## src/rtl/cpu_pkg.sv

```systemverilog
// Shared types and constants for the memory-stage slice.
// Optional build macro used by consumers: MEM_TIMEOUT_EN (bounded memory wait).
package cpu_pkg;

    // Memory-stage controller states
    typedef enum logic [0:0] {
        IDLE   = 1'b0,
        ACCESS = 1'b1
    } mem_state_t;

    // Bit positions inside the 2-bit M control field
    localparam int MEM_RD = 1;
    localparam int MEM_WR = 0;

    // Load data returned when a memory access is abandoned after a timeout
    localparam logic [15:0] TIMEOUT_DATA = 16'hDEAD;

endpackage

```

## src/rtl/mem_wb_reg.sv

```systemverilog
// MEM/WB pipeline register. A load writes a live instruction; any cycle without
// a load is a bubble: wb_valid drops while the payload fields keep their value.
module mem_wb_reg #(
    parameter int DATA_W = 16,
    parameter int REG_W  = 4
) (
    input  logic              clk,
    input  logic              rst,
    input  logic              load,
    input  logic              next_wb,
    input  logic [REG_W-1:0]  next_rd,
    input  logic [DATA_W-1:0] next_data,
    output logic              wb_valid,
    output logic              wb,
    output logic [REG_W-1:0]  rd,
    output logic [DATA_W-1:0] data
);

    // Load a live instruction or insert a bubble with payload held
    always_ff @(posedge clk or negedge rst) begin
        if (!rst) begin
            wb_valid <= 1'b0;
            wb       <= 1'b0;
            rd       <= '0;
            data     <= '0;
        end else if (load) begin
            wb_valid <= 1'b1;
            wb       <= next_wb;
            rd       <= next_rd;
            data     <= next_data;
        end else begin
            wb_valid <= 1'b0;
        end
    end

endmodule

```

## src/rtl/mem_slice.sv

```systemverilog
// Memory-stage slice of the 5-stage pipeline: ALU results pass straight to
// MEM/WB, loads/stores go over a req/ready bus while upstream is stalled.
// Build macro MEM_TIMEOUT_EN bounds the wait for mem_ready to TIMEOUT cycles.
//
// Bus handshake: mem_req/mem_we/mem_addr/mem_wdata are registered and held
// stable from the edge that enters ACCESS until the edge of the cycle in which
// mem_ready=1; that edge completes the transfer (mem_rdata sampled there) and
// drops mem_req unless a new access is accepted on the same edge.
//
// A memory op completing in the same cycle that an ALU op is presented would
// need two MEM/WB writes on one edge; the ALU op is parked in a one-entry
// pending register and written on the following edge, so nothing is lost.
module mem_slice
    import cpu_pkg::*;
#(
    parameter int DATA_W  = 16,
    parameter int REG_W   = 4,
    parameter int TIMEOUT = 64
) (
    input  logic              clk,
    input  logic              rst,
    input  logic              valid_in,
    input  logic              WB_in,
    input  logic [1:0]        M_in,
    input  logic [DATA_W-1:0] addr_in,
    input  logic [DATA_W-1:0] data_in,
    input  logic [DATA_W-1:0] result_in,
    input  logic [REG_W-1:0]  rd_in,
    input  logic              flush,
    output logic              stall,
    output logic              mem_req,
    output logic              mem_we,
    output logic [DATA_W-1:0] mem_addr,
    output logic [DATA_W-1:0] mem_wdata,
    input  logic [DATA_W-1:0] mem_rdata,
    input  logic              mem_ready,
    output logic              wb_valid,
    output logic              WB,
    output logic [REG_W-1:0]  wb_rd,
    output logic [DATA_W-1:0] wb_data,
    output logic              err,
    output mem_state_t        dbg_state
);

    if (TIMEOUT < 2 || TIMEOUT > 256) begin : g_timeout_range
        $error("mem_slice: TIMEOUT must lie in 2..256");
    end

    mem_state_t state, state_next;

    // Decode of the current cycle
    logic accept;       // slice can take the presented instruction this edge
    logic done;         // bus transfer completes this edge
    logic abort;        // bus wait abandoned this edge (timeout build only)
    logic finish;       // memory op leaves ACCESS this edge
    logic in_ok;
    logic in_alu;
    logic in_mem;
    logic in_bad;

    // Hold registers for the memory op in flight
    logic              hold_load;
    logic              hold_wb;
    logic              hold_flush;
    logic [REG_W-1:0]  hold_rd;
    logic [DATA_W-1:0] hold_result;

    // One-entry pending ALU op (collision with a completing memory op)
    logic              pend_valid;
    logic              pend_wb;
    logic [REG_W-1:0]  pend_rd;
    logic [DATA_W-1:0] pend_data;

    // MEM/WB register write port
    logic              wbr_load;
    logic              wbr_wb;
    logic [REG_W-1:0]  wbr_rd;
    logic [DATA_W-1:0] wbr_data;

    assign dbg_state = state;
    assign finish    = done || abort;

    // State register
    always_ff @(posedge clk or negedge rst) begin
        if (!rst) begin
            state <= IDLE;
        end else begin
            state <= state_next;
        end
    end

    // Next-state: a new memory op enters ACCESS, completion or abort returns to IDLE
    always_comb begin
        state_next = state;
        if (accept) begin
            state_next = in_mem ? ACCESS : IDLE;
        end else if (abort) begin
            state_next = IDLE;
        end
    end

    // Output/decode: stall from state and mem_ready only, plus input classification
    always_comb begin
        stall  = 1'b0;
        done   = 1'b0;
        if (state == ACCESS) begin
            stall = !mem_ready;
            done  = mem_ready;
        end
        accept = (state == IDLE) || done;
        in_ok  = valid_in && !flush;
        in_alu = accept && in_ok && (M_in == 2'b00);
        in_bad = accept && in_ok && (M_in == 2'b11);
        in_mem = accept && in_ok && (M_in[MEM_RD] ^ M_in[MEM_WR]);
    end

`ifdef MEM_TIMEOUT_EN
    logic [7:0] wait_cnt;

    // Count ACCESS cycles spent without mem_ready; cleared on entry
    always_ff @(posedge clk or negedge rst) begin
        if (!rst) begin
            wait_cnt <= '0;
        end else if (in_mem) begin
            wait_cnt <= '0;
        end else if (state == ACCESS && !mem_ready) begin
            wait_cnt <= wait_cnt + 8'd1;
        end
    end

    assign abort = (state == ACCESS) && !mem_ready && (wait_cnt == 8'(TIMEOUT - 1));
`else
    assign abort = 1'b0;
`endif

    // Hold the op in flight; a flush while in ACCESS marks it dead
    always_ff @(posedge clk or negedge rst) begin
        if (!rst) begin
            hold_load   <= 1'b0;
            hold_wb     <= 1'b0;
            hold_flush  <= 1'b0;
            hold_rd     <= '0;
            hold_result <= '0;
        end else if (in_mem) begin
            hold_load   <= M_in[MEM_RD];
            hold_wb     <= WB_in;
            hold_flush  <= 1'b0;
            hold_rd     <= rd_in;
            hold_result <= result_in;
        end else if (state == ACCESS && flush) begin
            hold_flush  <= 1'b1;
        end
    end

    // Registered bus request, held stable until the transfer finishes
    always_ff @(posedge clk or negedge rst) begin
        if (!rst) begin
            mem_req   <= 1'b0;
            mem_we    <= 1'b0;
            mem_addr  <= '0;
            mem_wdata <= '0;
        end else if (in_mem) begin
            mem_req   <= 1'b1;
            mem_we    <= M_in[MEM_WR];
            mem_addr  <= addr_in;
            mem_wdata <= data_in;
        end else if (finish) begin
            mem_req   <= 1'b0;
        end
    end

    // Sticky error: illegal M field or abandoned memory wait
    always_ff @(posedge clk or negedge rst) begin
        if (!rst) begin
            err <= 1'b0;
        end else if (in_bad || abort) begin
            err <= 1'b1;
        end
    end

    // Park an ALU op that arrives while MEM/WB is taken by an older result
    always_ff @(posedge clk or negedge rst) begin
        if (!rst) begin
            pend_valid <= 1'b0;
            pend_wb    <= 1'b0;
            pend_rd    <= '0;
            pend_data  <= '0;
        end else begin
            pend_valid <= in_alu && (finish || pend_valid);
            if (in_alu) begin
                pend_wb   <= WB_in;
                pend_rd   <= rd_in;
                pend_data <= result_in;
            end
        end
    end

    // MEM/WB source select: finishing memory op, then pending ALU op, then new ALU op
    always_comb begin
        wbr_load = 1'b0;
        wbr_wb   = hold_wb;
        wbr_rd   = hold_rd;
        wbr_data = hold_result;
        if (finish) begin
            wbr_load = !(hold_flush || flush);
            if (hold_load) begin
                wbr_data = abort ? DATA_W'(TIMEOUT_DATA) : mem_rdata;
            end
        end else if (pend_valid) begin
            wbr_load = 1'b1;
            wbr_wb   = pend_wb;
            wbr_rd   = pend_rd;
            wbr_data = pend_data;
        end else if (in_alu) begin
            wbr_load = 1'b1;
            wbr_wb   = WB_in;
            wbr_rd   = rd_in;
            wbr_data = result_in;
        end
    end

    mem_wb_reg #(
        .DATA_W (DATA_W),
        .REG_W  (REG_W)
    ) u_mem_wb_reg (
        .clk       (clk),
        .rst       (rst),
        .load      (wbr_load),
        .next_wb   (wbr_wb),
        .next_rd   (wbr_rd),
        .next_data (wbr_data),
        .wb_valid  (wb_valid),
        .wb        (WB),
        .rd        (wb_rd),
        .data      (wb_data)
    );

endmodule

```

## config.mk

```make
export PLATFORM = sky130hd
export DESIGN_NAME = mem_slice
export DESIGN_NICKNAME = d
export VERILOG_FILES = /design/src/rtl/cpu_pkg.sv /design/src/rtl/mem_wb_reg.sv /design/src/rtl/mem_slice.sv
export SDC_FILE = /design/constraint.sdc
export NUM_CORES = 1
export LEC_CHECK = 0
export CORE_ASPECT_RATIO = 1.2
export CORE_UTILIZATION = 52
export CTS_CLUSTER_DIAMETER = 60
export DETAILED_ROUTE_END_ITERATION = 7
export PLACE_DENSITY = 0.82
export SLEW_MARGIN = 25
export SYNTH_ARGS = -nofsm -noshare
export SYNTH_HDL_FRONTEND = slang
export SYNTH_SLANG_ARGS = --single-unit
```

## constraint.sdc

```tcl
create_clock -name clk -period 2.49 [get_ports clk]
set_input_delay 0.3735 -clock clk [delete_from_list [all_inputs] [get_ports clk]]
set_output_delay 0.3735 -clock clk [all_outputs]
set_load 0.005 [all_outputs]
```

Word level (Yosys, flattened, before mapping). Cells that the tools add are included.

Flip-flop bits (word level): 103. Output and inout bits: 59.

Reductions and logical operators: 16. Equal/unequal tests: 1. Mux-type cells: 21. Bitwise operators: 2.

Operators by type and width (count): two-way mux 16 bit (4); two-way mux 1 bit (14); two-way mux 4 bit (3); logical AND 1 bit (7); nonzero test 2 bit (2); logical NOT 1 bit (3); logical OR 1 bit (3); equality test 2 bit, second input constant (1); logical NOT 2 bit (1); inverter 1 bit (1); bitwise XOR 1 bit (1).

Depth between registers and ports, before layout. Gate-level depths: netlist of the first run.

Depth after elaboration: 8. Gate-level depth with buffers: 7. Gate-level depth less buffers: 6.

Modules after synthesis. Synthesis of the first run repeated with hierarchy kept, for this count alone.

Cell total of the unflattened synthesis: 372. Area total of the unflattened synthesis: 4885.9 sq um.

By module, submodules not included: mem_slice (cells an instance 327, instances 1, seq. area each 2026.9 sq um, area an instance 4001.3 sq um); mem_wb_reg (cells an instance 45, instances 1, seq. area each 550.5 sq um, area an instance 884.6 sq um).

Least setup slack after synthesis of the first run. Ideal clock, no wire load.

Kind: input port to flip-flop. From: in M_in[0]. To: reg u_mem_wb_reg.data[12]. Path slack: 0.831 ns. Setup time: 0.136 ns. Data required time: 2.354 ns. Arrival time: 1.523 ns. Cell stages on the path: 7. Cells stage by stage: inv_1 > ha_1 > and3b_1 > clkbuf_1 > nor2_1 > o41ai_1 > mux2i_1.

Word-level cells in the longest chain between the ends: 5.

RTL lines: from (decl) (line mem_slice.sv:24) `input logic [1:0] M_in,`; logical NOT 2 bit * (line mem_slice.sv:112) `in_alu = accept && in_ok && (M_in == 2'b00);`; logical AND 1 bit * (line mem_slice.sv:112); two-way mux 16 bit / two-way mux 1 bit (equally long branches) (line mem_slice.sv:214) `end else if (in_alu) begin`; two-way mux 16 bit / two-way mux 1 bit (equally long branches) (line mem_slice.sv:209) `end else if (pend_valid) begin`; two-way mux 16 bit / two-way mux 1 bit (equally long branches) (line mem_slice.sv:204) `if (finish) begin`; to (signal assigned) (line mem_wb_reg.sv:30) `data <= next_data;`; to (decl) (line mem_wb_reg.sv:16) `output logic [DATA_W-1:0] data`.

Every way passes the cells marked *; elsewhere a longest branch is shown, timed or not. A chain may end at the register's enable or synchronous reset.

Final worst setup path of the first run.
From: reg state, in the netlist dbg_state. To: out stall.

Word-level cells in the longest chain between the ends: 1.

RTL lines: from (decl) (line mem_slice.sv:49) `mem_state_t state, state_next;`; from (signal assigned) (line mem_slice.sv:88) `state <= state_next;`; two-way mux 1 bit (line mem_slice.sv:106) `if (state == ACCESS) begin`; to (decl) (line mem_slice.sv:30) `output logic stall,`.

No other way between the ends.

==> metrics.txt, run 1 <==
sequential cell area fraction in the yosys report 51.4%; Worst-path clk slew between 0.1 and 0.15 ns; worst slew pin tran about 0.47 ns; Crit Path Max Fanout 9; DR iter-0 viols between 200 and 250; Avg Cell Area, Syn 11.9 µm²; Final Cycle Share a little under nine tenths; worst path required time 2.12 ns; Setup TNS 0 ns; Clock Sinks around 100; Post-CTS Setup Bufs 0; Reg-to-Reg Start dbg_state; slowest stage delay, CP 0.53 ns; core area between 9000 and 10000 µm²; slew margin rel. approximately two thirds; largest net degree at the start of global routing 53; CTS tree done; r2r endpoint mem_wdata[7]; number of diodes 0; Port Buffer Count 134; R2R Setup Slk 0.67 ns; drt drc 0; Post-Syn Nets 501; CTS buffer count 9; Max Used Layer met4; layout cell share with drive strength beyond 1 19.9%; Worst Path Buf+Inv 3; DP HPWL 8.45 mm; Mapped Cells between 400 and 500; io pins 135; num rows 38; sequence of cells on the critical path nand2b_4 > inv_4 > buf_4 > clkdlybuf4s50_1; synth unique cells 28; Skew-Pair Late Insertion Delay 0.39 ns; DR WL met3 769 µm; leakage 3.04 nW; most frequent cells in the layout clkdlybuf4s50_1 (133), dfrtp_1 (102), nand2_1 (52); wire per inst 17.5 µm; Worst Setup Path Type flip-flop to primary output; max-slew violation count 0; Final Hold Vio Count 0; CP max stage cell dfrtp_1; most common cell after layout, fill and taps aside clkdlybuf4s50_1; Max H-tree Level 3; total track usage between 20% and 30%; synth warn 0; RSZ-0062 raised after global routing no; total number of vias 3753; NumNets Final 637; final cell utilization of the core around 74%; HP Class input port to asynchronous set/reset pin; Initial DRT Pass Iterations 5; die area 10000 µm²; WL met2 between 5 and 6 mm; Fmax achieved 467 MHz; MaxCap Viol Count 0; status finished, final reports clean; area grow syn2layout 35.3%; critical path arrival 1.77 ns; drt via density 5.49; final hold slack 0.444 ns; initial core utilization 54.4%; #FFs+latches synth 103; final worst slack 0.348 ns; min Tclk post-route 2.14 ns; Worst Skew 0.0197 ns; Die Y 110 µm; PD cells 786 nW/µm²; crit path capture type primary output; crit-path leading delay family buffers and inverters; GRT overflow 0; CTS Buffer Depth 2; routed wire length 12.0 mm; first-pass GRT wire length a little under 20 mm; remaining antenna violation count 0; vias in the first global route 3902; RePlAce Congestion 0.793; FF-to-FF path depth 6; Post-Place Worst Slack ~0.091 ns; die width approximately 90 µm; maximum VDD drop about 0.53 mV; mapped cell area 5020 µm²; Root Driver clkbuf_8; Finish-stage setup viols 0; Startpoint Class flip-flop; Overall Power 0.00534 W; antenna violations before repair 0; met1 wire length 5.00 mm
logic make-up (layout without fill, tap and decap cells):
logic type	count (synthesis)	after routing	share of synthesized area, %
and+or+nand+nor	120	120	12.5
adders and majority gates	2	2	0.499
DFF	103	103	51.4
muxes	104	104	24.6
AOI/OAI and AO/OA	46	46	6.41
buffers and inverters	48	189	4.64
registers in the layout, summed over array words and instances, names as in the netlist:
name                   count
hold_result               16
mem_addr                  16
mem_wdata                 16
pend_data                 16
u_mem_wb_reg.data         16
hold_rd                    4
pend_rd                    4
u_mem_wb_reg.rd            4
dbg_state                  1
err                        1
hold_flush                 1
hold_load                  1
hold_wb                    1
mem_req                    1
mem_we                     1
pend_valid                 1
pend_wb                    1
u_mem_wb_reg.wb            1
u_mem_wb_reg.wb_valid      1
repair_timing:
| item | 4_1_cts | 5_1_grt |
|---|---|---|
| gates resized for setup | 0 | 0 |
| hold buffers | 1 | 0 |
| endpoints found under the setup margin | 0 | 0 |
| hold endpoints to repair | 28 | 0 |
report_power, final:
part	switching [W]	internal (W)	total [W]	leakage (nW)
sequential	0.000291	0.00214	0.00243	1.24
combinational	0.000617	0.00116	0.00177	1.70
clock	0.000642	0.000489	0.00113	0.107
total	0.00155	0.00379	0.00534	3.04
Yosys cell counts:
cell type  instances  area share [%]
inv_4              1            0.12
nand3b_1           1            0.15
inv_2              1           0.075
nor3b_4            1            0.37
nand2b_4           1            0.27
mux2_4            28             8.4
clkbuf_1          13            0.97
o21ai_0           21             2.1
nand3_1            5            0.50
a21oi_1            2            0.20
mux2i_1           33             6.6
and3_1             5            0.62
buf_6              5             1.1
ha_1               2            0.50
o41ai_1           16             2.8
inv_1             18             1.3
and3b_1            1            0.17
and2_1             1            0.12
buf_2             10             1.0
a21o_1             1            0.15
nand2_1           53             4.0
dfrtp_1          103              51
mux2_2            43             9.7
a22o_1             1            0.17
a221o_1            5             1.0
nor2_1            20             1.5
nor4b_1           16             2.8
nand2b_1          16             2.0
through the flow:
step / cell area [µm²] / cells
finish: 6790 / 684
global route: 6790 / 684
CTS: 6790 / 684
detailed placement: 6570 / 667
global placement: 6570 / 667
floorplan: 5020 / 423
worst max path at each step:
stage / startpoint / end / slack (ns) / cells after the start
4_1_cts: dbg_state / stall / 0.33 / 4
3_5_place_dp: M_in[0] / u_mem_wb_reg.data[0] / 0.09 / 8
3_3_place_gp: M_in[0] / u_mem_wb_reg.data[0] / 0.18 / 8
6_report: dbg_state / stall / 0.35 / 4
5_1_grt: dbg_state / stall / 0.28 / 4
2_1_floorplan: M_in[0] / u_mem_wb_reg.data[12] / 0.83 / 7
metal layers:
metal	GRT usage, %	up-vias
met5	0	-
met4	11.0	0
met3	5.60	16
met2	43.2	129
met1	30.8	1855
li1	-	1753
area by class of cell:
class	count	area, µm²
well taps	120	150
clock buffers	9	124
flip-flops and latches	103	2580
clock inverters	7	85.1
multi-input cells	272	2210
inverters	20	77.6
repair buffers	153	1560
fillers	656	2430
Power figures use the tool's default switching activity.
==> run 2: changes to the inputs <==
ABC_AREA = 1   (was default)
CAP_MARGIN = 20   (was default)
CORE_MARGIN = 4   (was default)
PLACE_DENSITY = 0.83   (was 0.82)
==> run 2 against run 1 <==
Utilization decreased by 0.49 points. First-iteration DRC count rose by 33%. Combinational power down 7%. Via count up 6.5%.
==> metrics.txt, run 2 <==
Setup crit start mem_ready; synth unique cells 30; routed wire length 12.5 mm; most common cell after layout, fill and taps aside clkdlybuf4s50_1; remaining antenna violation count 0; mapped cell area 4760 µm²; num rows 37; critical path arrival 1.79 ns; DP HPWL 8.91 mm; final worst slack 0.330 ns; RePlAce Congestion 0.796; async set-reset flop share out of synthesis 100%; status finished, final reports clean; top-count cell post-synth dfrtp_1; io pins 135; # placed instances 717; Crit Path Max Fanout 13; number of diodes 0; largest net degree at the start of global routing 51; sequence of cells on the critical path clkdlybuf4s50_1 > inv_1 > nand2_2 > inv_1 > clkdlybuf4s50_1; first-pass GRT wire length 20.6 mm; Mapped Cells 480; Final Cycle Share 86.7%; synth warn 0; Post-Syn Nets 558; Setup crit end stall; R2R Setup Slk 0.52 ns; vias in the first global route 4318; FF/Latch Area 2580 µm²; CTS Buffer Depth 2; largest cells by area after synthesis dfrtp_1 (54%), mux2_2 (10%), nand2_1 (7.7%); HP Class flip-flop to flip-flop; PD cells 782 nW/µm²; Avg Cell Area, Syn 9.91 µm²; Setup TNS 0 ns; wire per inst 17.0 µm; most frequent cells in the layout clkdlybuf4s50_1 (133), dfrtp_1 (103), nand2_1 (98); NumNets Final 690; Finished Layout Cells 734; area occupied by multi-input gates 1900 µm²; initial core utilization 54.4%; Post-CTS Setup Bufs 0; worst path required time 2.12 ns; die width 95.3 µm; Skew-Pair Late Insertion Delay 0.36 ns; RSZ-0062 raised after global routing no; Port Buffer Count 134; crit path capture type primary output; drt via density 5.45; Reg-to-Reg Start pend_valid; DR iter-0 viols 268; Yosys top cell by area dfrtp_1; fillers between 600 and 700; top-area cell type share of the netlist area approximately 54%; Worst Setup Path Type input port to primary output; Startpoint Class input port; worst slew pin tran between 0.5 and 0.6 ns; Worst-path clk slew 0.09 ns; slowest stage delay, CP 0.52 ns; maximum VDD drop 0.500 mV; area grow syn2layout 34.5%; min Tclk post-route ~2.2 ns; total track usage 24.5%; ys flop type dfrtp_1; core area 8750 µm²; Post-Place Worst Slack approximately 0.19 ns; MaxCap Viol Count 0; Root Driver clkbuf_8; leakage 2.92 nW; #FFs+latches synth ~100; GRT overflow 0; Clock Sinks 103; final cell utilization of the core 73.1%; sequential cell area fraction in the yosys report 54.2%; Post-synth EDFFs 0; Worst Skew between 0.008 and 0.009 ns; slew margin rel. 61.3%; Initial DRT Pass Iterations 5; Overall Power 0.00500 W; Finish-stage setup viols 0; Fmax achieved 463 MHz; CTS buffer count 9; Final Hold Vio Count 0; max-slew violation count 0; CP max stage cell clkdlybuf4s50_1; CTS tree done; drt drc 0; layout cell share with drive strength beyond 1 15.9%; top cells by count, synth dfrtp_1 (103), nand2_1 (98), mux2_2 (44), a21oi_1 (40); total number of vias around 4000; r2r endpoint u_mem_wb_reg.wb; die area 10700 µm²; FF-to-FF path depth 5; Max H-tree Level 3; antenna violations before repair 0; Die Y 113 µm
==> run 2: changes by cell type after synthesis, sizes merged, moves of 17 or more <==
cell    change
nand3      +23
nand2b     -17
a21oi      +46
nand2      +49
mux2i      -33
mux2       -18
nor2       +19
==> run 2: cell type report <==
class	instances	area share, %
sequential	103	40.3
multi-input combinational	318	29.6
timing repair buffer	148	23.0
clock buffer	14	2.54
tap	117	2.29
inverter	32	1.99
clock inverter	2	0.235
==> run 2: worst max-delay path: cells and delay by family <==
| kind | cells | cell delay (ns) |
|---|---|---|
| buffers and inverters | 4 | 1.16 |
| AND/OR/NAND/NOR | 1 | 0.26 |
==> run 2: stage by stage <==
step / area (µm²) / hold WS (ns)
final: 6400 / 0.483
after global routing: 6400 / 0.498
after CTS: 6400 / 0.486
after detailed placement: 6210 / 0.397
after global placement: 6210 / 0.393
after floorplan: 4760 / 0.0779
==> run 2: worst min path at each step <==
stage                            end  slack, ns  from  depth (start not counted)
2_1_floorplan              dbg_state       0.08   rst                          0
5_1_grt                          err       0.50   err                          1
3_5_place_dp    u_mem_wb_reg.data[9]       0.40   rst                          1
3_3_place_gp   u_mem_wb_reg.data[10]       0.39   rst                          1
4_1_cts                          err       0.49   err                          1
6_report                         err       0.48   err                          1
==> run 2: kinds of logic (layout without fill, tap and decap cells) <==
| family | after synthesis | count (layout) | synth area share [%] |
|---|---|---|---|
| AO/OA/AOI/OAI | 78 | 78 | 8.92 |
| adder cells (fa/ha/maj) | 2 | 2 | 0.526 |
| buffers and inverters | 59 | 196 | 5.92 |
| flip-flops | 103 | 103 | 54.2 |
| multiplexers | 53 | 53 | 12.5 |
| AND/OR/NAND/NOR | 185 | 185 | 17.9 |
==> run 2: timing repair <==
item / 4_1_cts / 5_1_grt
endpoints found under the hold margin: 4 / 0
resized for setup: 0 / 0
endpoints found under the setup margin: 0 / 0
hold buffers: 1 / 0
==> run 2: routing by layer <==
metal / track usage (%) / routed length [µm] / vias to the layer above
li1: - / - / 1857
met5: 0 / 0 / -
met1: 28.9 / 4640 / 1899
met2: 40.5 / 6150 / 222
met3: 10.0 / 1440 / 20
met4: 7.99 / 219 / 0
==> run 2: report_power, final <==
part	internal (W)	switching, W
Sequential	0.00212	0.000269
Combinational	0.000971	0.000678
Clock	0.000421	0.000541
